--- config.mk ---
export PLATFORM = sky130hd
export DESIGN_NAME = and_sweep_ctrl_amisha
export DESIGN_NICKNAME = d
export VERILOG_FILES = /design/src/rtl/and_sweep_pkg_amisha.sv /design/src/rtl/and_sweep_ctrl_amisha.sv
export SDC_FILE = /design/constraint.sdc
export NUM_CORES = 1
export LEC_CHECK = 0
export ABC_AREA = 1
export CAP_MARGIN = 20
export CORE_MARGIN = 2
export CORE_UTILIZATION = 58
export CTS_CLUSTER_DIAMETER = 150
export CTS_CLUSTER_SIZE = 25
export DETAILED_ROUTE_END_ITERATION = 10
export PLACE_DENSITY = 0.85
export SLEW_MARGIN = 20
export SYNTH_ARGS = -nofsm -noshare
export SYNTH_HDL_FRONTEND = slang
export SYNTH_SLANG_ARGS = --single-unit
--- constraint.sdc ---
create_clock -name clk_amisha -period 2.77 [get_ports clk_amisha]
set_input_delay 0.277 -clock clk_amisha [delete_from_list [all_inputs] [get_ports clk_amisha]]
set_output_delay 0.277 -clock clk_amisha [all_outputs]
set_load 0.02 [all_outputs]
--- src/rtl/and_sweep_pkg_amisha.sv ---
// Shared definitions for the 3-input AND sweep sequencer: state encoding,
// vector bounds and the saturating mismatch counter helper.
package and_sweep_pkg_amisha;

    localparam logic [1:0] IDLE   = 2'd0;
    localparam logic [1:0] APPLY  = 2'd1;
    localparam logic [1:0] FINISH = 2'd2;

    localparam int         NUM_VECS = 8;
    localparam logic [2:0] LAST_VEC = 3'd7;

    typedef enum logic [1:0] {
        ST_IDLE   = IDLE,
        ST_APPLY  = APPLY,
        ST_FINISH = FINISH
    } sweep_state_e;

    // Mismatch count never exceeds the number of vectors in one sweep.
    function automatic logic [3:0] sat_inc(input logic [3:0] cnt);
        logic [3:0] res;
        if (cnt >= 4'(NUM_VECS)) begin
            res = cnt;
        end else begin
            res = cnt + 4'd1;
        end
        return res;
    endfunction

endpackage

--- src/rtl/and_sweep_ctrl_amisha.sv ---
// Drives all eight {a,b,c} vectors into an external AND unit, samples y on the
// last hold cycle of each vector and reports mismatch count, first failure and pass.
module and_sweep_ctrl_amisha
    import and_sweep_pkg_amisha::*;
#(
    parameter int HOLD_CYCLES = 4,
    parameter int CNT_W       = 8
) (
    input  logic       clk_amisha,
    input  logic       reset_amisha,
    input  logic       start_amisha,
    input  logic       abort_amisha,
    input  logic       y_amisha,
    output logic       a_amisha,
    output logic       b_amisha,
    output logic       c_amisha,
    output logic       busy_amisha,
    output logic       done_amisha,
    output logic       pass_amisha,
    output logic [3:0] err_count_amisha,
    output logic       fail_valid_amisha,
    output logic [2:0] fail_vec_amisha
);

    sweep_state_e     state_r, state_nxt_s;
    logic [2:0]       vec_r, vec_nxt_s;
    logic [CNT_W-1:0] hold_r, hold_nxt_s;
    logic [2:0]       abc_r, abc_nxt_s;
    logic             busy_r, busy_nxt_s;
    logic             done_r, done_nxt_s;
    logic             pass_r, pass_nxt_s;
    logic [3:0]       err_r, err_nxt_s;
    logic             fv_valid_r, fv_valid_nxt_s;
    logic [2:0]       fv_r, fv_nxt_s;
    logic             hold_last_s;
    logic             mismatch_s;

    assign hold_last_s = (hold_r == CNT_W'(HOLD_CYCLES - 1));
    assign mismatch_s  = (y_amisha != (vec_r == LAST_VEC));

    // Next-state and next-output logic for the sweep sequencer.
    always_comb begin
        state_nxt_s    = state_r;
        vec_nxt_s      = vec_r;
        hold_nxt_s     = hold_r;
        abc_nxt_s      = abc_r;
        busy_nxt_s     = busy_r;
        done_nxt_s     = 1'b0;
        pass_nxt_s     = pass_r;
        err_nxt_s      = err_r;
        fv_valid_nxt_s = fv_valid_r;
        fv_nxt_s       = fv_r;
        case (state_r)
            ST_IDLE: begin
                abc_nxt_s  = 3'd0;
                busy_nxt_s = 1'b0;
                // abort blocks start so a stuck abort line can never launch a sweep
                if (start_amisha && !abort_amisha) begin
                    state_nxt_s    = ST_APPLY;
                    vec_nxt_s      = 3'd0;
                    hold_nxt_s     = {CNT_W{1'b0}};
                    abc_nxt_s      = 3'd0;
                    busy_nxt_s     = 1'b1;
                    pass_nxt_s     = 1'b0;
                    err_nxt_s      = 4'd0;
                    fv_valid_nxt_s = 1'b0;
                    fv_nxt_s       = 3'd0;
                end else begin
                    state_nxt_s = ST_IDLE;
                end
            end
            ST_APPLY: begin
                if (abort_amisha) begin
                    state_nxt_s = ST_IDLE;
                    abc_nxt_s   = 3'd0;
                    busy_nxt_s  = 1'b0;
                    hold_nxt_s  = {CNT_W{1'b0}};
                end else if (hold_last_s) begin
                    if (mismatch_s) begin
                        err_nxt_s = sat_inc(err_r);
                        if (!fv_valid_r) begin
                            fv_valid_nxt_s = 1'b1;
                            fv_nxt_s       = vec_r;
                        end else begin
                            fv_nxt_s = fv_r;
                        end
                    end else begin
                        err_nxt_s = err_r;
                    end
                    hold_nxt_s = {CNT_W{1'b0}};
                    // pass must see the count including this final sample
                    if (vec_r == LAST_VEC) begin
                        state_nxt_s = ST_FINISH;
                        abc_nxt_s   = 3'd0;
                        busy_nxt_s  = 1'b0;
                        done_nxt_s  = 1'b1;
                        pass_nxt_s  = (err_nxt_s == 4'd0);
                    end else begin
                        vec_nxt_s = vec_r + 3'd1;
                        abc_nxt_s = vec_r + 3'd1;
                    end
                end else begin
                    hold_nxt_s = hold_r + CNT_W'(1);
                end
            end
            ST_FINISH: begin
                state_nxt_s = ST_IDLE;
                abc_nxt_s   = 3'd0;
                busy_nxt_s  = 1'b0;
            end
            default: begin
                state_nxt_s = ST_IDLE;
                vec_nxt_s   = 3'd0;
                hold_nxt_s  = {CNT_W{1'b0}};
                abc_nxt_s   = 3'd0;
                busy_nxt_s  = 1'b0;
            end
        endcase
    end

    // State and registered-output update with synchronous reset.
    always_ff @(posedge clk_amisha) begin
        if (reset_amisha) begin
            state_r    <= ST_IDLE;
            vec_r      <= 3'd0;
            hold_r     <= {CNT_W{1'b0}};
            abc_r      <= 3'd0;
            busy_r     <= 1'b0;
            done_r     <= 1'b0;
            pass_r     <= 1'b0;
            err_r      <= 4'd0;
            fv_valid_r <= 1'b0;
            fv_r       <= 3'd0;
        end else begin
            state_r    <= state_nxt_s;
            vec_r      <= vec_nxt_s;
            hold_r     <= hold_nxt_s;
            abc_r      <= abc_nxt_s;
            busy_r     <= busy_nxt_s;
            done_r     <= done_nxt_s;
            pass_r     <= pass_nxt_s;
            err_r      <= err_nxt_s;
            fv_valid_r <= fv_valid_nxt_s;
            fv_r       <= fv_nxt_s;
        end
    end

    assign a_amisha          = abc_r[2];
    assign b_amisha          = abc_r[1];
    assign c_amisha          = abc_r[0];
    assign busy_amisha       = busy_r;
    assign done_amisha       = done_r;
    assign pass_amisha       = pass_r;
    assign err_count_amisha  = err_r;
    assign fail_valid_amisha = fv_valid_r;
    assign fail_vec_amisha   = fv_r;

endmodule

==> impl_results.rst <==
.. list-table::
   :header-rows: 1

   * - Metric
     - Value
   * - Clock tree from TritonCTS
     - yes
   * - Global router's overall resource usage
     - a little under a quarter
   * - Reg2Reg Capture Point
     - pass_amisha$_SDFFE_PP0P_
   * - Aggregate negative setup slack
     - 0 ns
   * - Area share of xor/xnor cells in the synthesized design
     - between 1 and 1.5%
   * - Horiz. Die Dim
     - ~54 um
   * - Pins over their slew limit
     - 0
   * - Final-report hold violation count
     - 0
   * - Reg2reg start
     - vec_r[0]$_SDFFE_PP0P_
   * - Area fraction in and, or, nand and nor cells after synthesis
     - between 30% and 40%
   * - Endpoint type of the worst setup path
     - flip-flop
   * - Number of global-route vias before repair
     - 1176
   * - # nets final
     - ~250
   * - Synth Cell Area
     - 1440 sq um
   * - Largest net degree at the start of global routing
     - 15
   * - Area overhead of the layout relative to synthesis
     - 16.3%
   * - Vertical die dimension
     - 53.9 um
   * - Synth cell types
     - 24
   * - Cell total after placement
     - around 260
   * - WL/cell
     - approximately 11 um
   * - Setup repair after global routing missed its margin
     - false
   * - Ant. Diodes
     - 0
   * - CTS resizes
     - 0
   * - Post-synthesis sequential area ratio
     - approximately 37%
   * - Dominant combinational cell family by area after synthesis
     - simple AND/OR/NAND/NOR gates
   * - IO Pins
     - 19
   * - Number of buffer cells added on primary ports
     - 18
   * - Syn_nets
     - 224
   * - CP Data Arrival Time
     - around 2.0 ns
   * - CP Class
     - reg2reg
   * - Hold Path Origin
     - fail_vec_amisha[0]$_SDFFE_PP0P_
   * - Total global routing overflow
     - 0
   * - Antenna violations before repair
     - 0
   * - Number of synthesis warnings
     - 0
   * - Total of fill cells in the finished design
     - 214
   * - Antenna viol nets, final
     - 0
   * - Compound-Gate Fraction of Synth Area
     - 13.3%
   * - Number of stages on the worst hold path
     - 2
   * - Post-detailed-route via-to-cell ratio
     - just over 5
   * - Number of maximum-capacitance constraint violations
     - 0
   * - Clock slew at the register clock pins of the worst setup and hold paths
     - 0.13 ns
   * - Setup slack on the worst flop-to-flop path
     - 1.06 ns
   * - Worst-case hold path end point
     - fail_vec_amisha[0]$_SDFFE_PP0P_
   * - Number of cell instances on the worst register-to-register path
     - 11
   * - Number of clock sinks seen by CTS
     - 27
   * - Number of rows created at floorplan
     - 18
   * - Worst supply voltage drop on vdd
     - roughly 0.34 mV
   * - Maximum clock insertion buffer count
     - 2
   * - Min-delay worst type
     - reg2reg
   * - Count of placed standard cells in the final layout, fillers left out
     - 265
   * - Peak clock frequency supported by timing
     - between 500 and 600 MHz
   * - Number of design rule violations left after detail routing
     - 0
   * - Hold-fix buffers, CTS
     - 0
   * - Final Routed Wirelength
     - about 2.8 mm
   * - Area enclosed by the die boundary
     - a little under 3000 sq um
   * - CP startpoint kind
     - flip-flop
   * - H-Tree Depth
     - 1
   * - Violation count after the first detailed-route iteration
     - 18
   * - Gpl congestion
     - just under 0.9
   * - Starting Density
     - approximately 60%
   * - Critical path fanouts, max
     - 7
   * - Root cell of the clock tree
     - clkbuf_4
   * - Global-route wire length before repair
     - approximately 4.9 mm
   * - Leakage
     - 0.641 nW
   * - Final setup skew
     - 0.00334 ns
   * - Sum of net half-perimeters after detailed placement
     - around 2.2 mm
   * - Final cycle utilization of the critical path
     - approximately 62%
   * - Number of setup violations in the final report
     - 0
   * - Run status
     - completed
   * - Placeable core area
     - around 2400 sq um
   * - Tightest Pin Transition
     - 0.425 ns
   * - Mean area per synthesized cell
     - around 6.7 sq um
   * - Vias post-DR
     - 1372
   * - Ratio of total power to cell area
     - around 400 nW/um^2
   * - Total CTS buffers
     - 3
   * - Fraction of final layout cells sized beyond drive strength 1
     - 8.94%
   * - Post-synthesis cell count
     - between 200 and 250
   * - Required arrival time at the worst endpoint
     - approximately 3.0 ns
   * - Setup fix buffers added after clock tree synthesis
     - 0
   * - Relative slew slack
     - a little under three quarters
   * - Fraction of synthesized area in multiplexers
     - 0%
   * - First-pass DRT Iterations
     - 4
   * - Clock Latency Late Sink
     - roughly 0.32 ns
   * - Final critical-path required period
     - 1.71 ns
   * - Number of storage elements in the synthesis netlist
     - 27
   * - Fraction of the mapped netlist area in adder cells
     - ~4.3%
## cell type report
type / instances / area, sq um / area share, %
Multi-Input combinational cell: 154 / 774 / 46.1
Sequential cell: 27 / 541 / 32.2
Timing Repair Buffer: 18 / 180 / 10.7
Inverter: 32 / 120 / 7.15
Tap cell: 30 / 37.5 / 2.24
Clock buffer: 4 / 26.3 / 1.56
## placed cells by master, fill, tap and decap left out, types with 3 or more instances in the layout
master / n
inv_1: 27
nand2_2: 3
nor3_1: 6
a21oi_1: 21
nor2_1: 25
clkbuf_4: 3
dfxtp_1: 27
clkdlybuf4s50_1: 18
nand2_1: 53
o21ai_0: 7
ha_1: 5
inv_2: 5
nand2_4: 3
nand3_1: 15
## worst max path at each step
stage / to / depth (start not counted) / startpoint / slack, ns
2_1_floorplan: pass_amisha$_SDFFE_PP0P_ / 9 / err_count_amisha[0]$_SDFFE_PP0P_ / 1.27
3_5_place_dp: hold_r[5]$_SDFFE_PP0P_ / 7 / abort_amisha / 0.97
6_report: pass_amisha$_SDFFE_PP0P_ / 11 / vec_r[0]$_SDFFE_PP0P_ / 1.06
5_1_grt: fail_vec_amisha[2]$_SDFFE_PP0P_ / 10 / vec_r[1]$_SDFFE_PP0P_ / 0.93
4_1_cts: pass_amisha$_SDFFE_PP0P_ / 11 / vec_r[0]$_SDFFE_PP0P_ / 1.05
3_3_place_gp: hold_r[2]$_SDFFE_PP0P_ / 7 / abort_amisha / 1.01
## critical path, stage by stage, from the launching register on
cell	delay [ns]
dfxtp_1	0.35
ha_1	0.20
ha_1	0.20
inv_2	0.12
nand2_1	0.11
nand2_2	0.16
nand3_1	0.09
nand2_1	0.06
nand2_1	0.07
nor2_1	0.10
nand2_1	0.06
a21oi_1	0.13
## through the flow
| stage | hold slack, ns | utilization (%) | worst slack (ns) | cell area [sq um] | total power (W) |
|---|---|---|---|---|---|
| after floorplan | 0.346 | - | 1.27 | 1440 | 0.000486 |
| after global placement | 0.453 | 68.6 | 1.01 | 1650 | 0.000515 |
| after detailed placement | 0.460 | 68.6 | 0.966 | 1650 | 0.000517 |
| after CTS | 0.478 | 69.7 | 1.05 | 1680 | 0.000678 |
| after global routing | 0.486 | 69.7 | 0.934 | 1680 | 0.000708 |
| final | 0.475 | 69.7 | 1.06 | 1680 | 0.000673 |
## cells by family after synthesis
| family | count (synthesis) |
|---|---|
| buffers and inverters | 33 |
| flip-flops | 27 |
| AO/OA/AOI/OAI | 35 |
| XOR/XNOR | 2 |
| AND/OR/NAND/NOR | 112 |
| adder cells (fa/ha/maj) | 5 |
## per-layer routing
layer	vias to the layer above	routed length (um)	track usage [%]
met4	0	44	8.55
met2	26	1290	36.2
met5	-	0	0
met1	610	1400	31.8
li1	731	-	-
met3	5	91	3.61
## report_power, final
part	switching, W	internal [W]	leakage [nW]
Combinational	0.0000671	0.0000373	0.408
Sequential	0.00000764	0.000396	0.218
Clock	0.000108	0.0000564	0.0150
Total	0.000183	0.000490	0.641
## state kept, by name, summed over array words and instances (netlist names)
| name | flops |
|---|---|
| fail_valid_amisha | 1 |
| fail_vec_amisha | 3 |
| busy_amisha | 1 |
| done_amisha | 1 |
| vec_r | 3 |
| pass_amisha | 1 |
| state_r | 2 |
| hold_r | 8 |
| abc_r | 3 |
| err_count_amisha | 4 |
## synth_stat cells
cell type / number / share of area [%]
a21oi_1: 21 / 7.3
a21oi_2: 1 / 0.61
a31oi_1: 1 / 0.43
dfxtp_1: 27 / 37
dlygate4sd1_1: 1 / 0.61
ha_1: 5 / 4.3
inv_1: 27 / 7.0
inv_2: 5 / 1.3
nand2_1: 53 / 14
nand2_2: 3 / 1.3
nand2_4: 3 / 2.3
nand3_1: 15 / 5.2
nand3_2: 1 / 0.69
nand4_1: 2 / 0.87
nor2_1: 25 / 6.5
nor2_2: 2 / 0.87
nor2_4: 1 / 0.78
nor3_1: 6 / 2.1
nor4_1: 1 / 0.43
o2111ai_1: 1 / 0.61
o21ai_0: 7 / 2.4
o21ai_1: 2 / 0.69
o21ai_2: 2 / 1.2
xor2_1: 2 / 1.2
(Power assumes the default switching activity.)
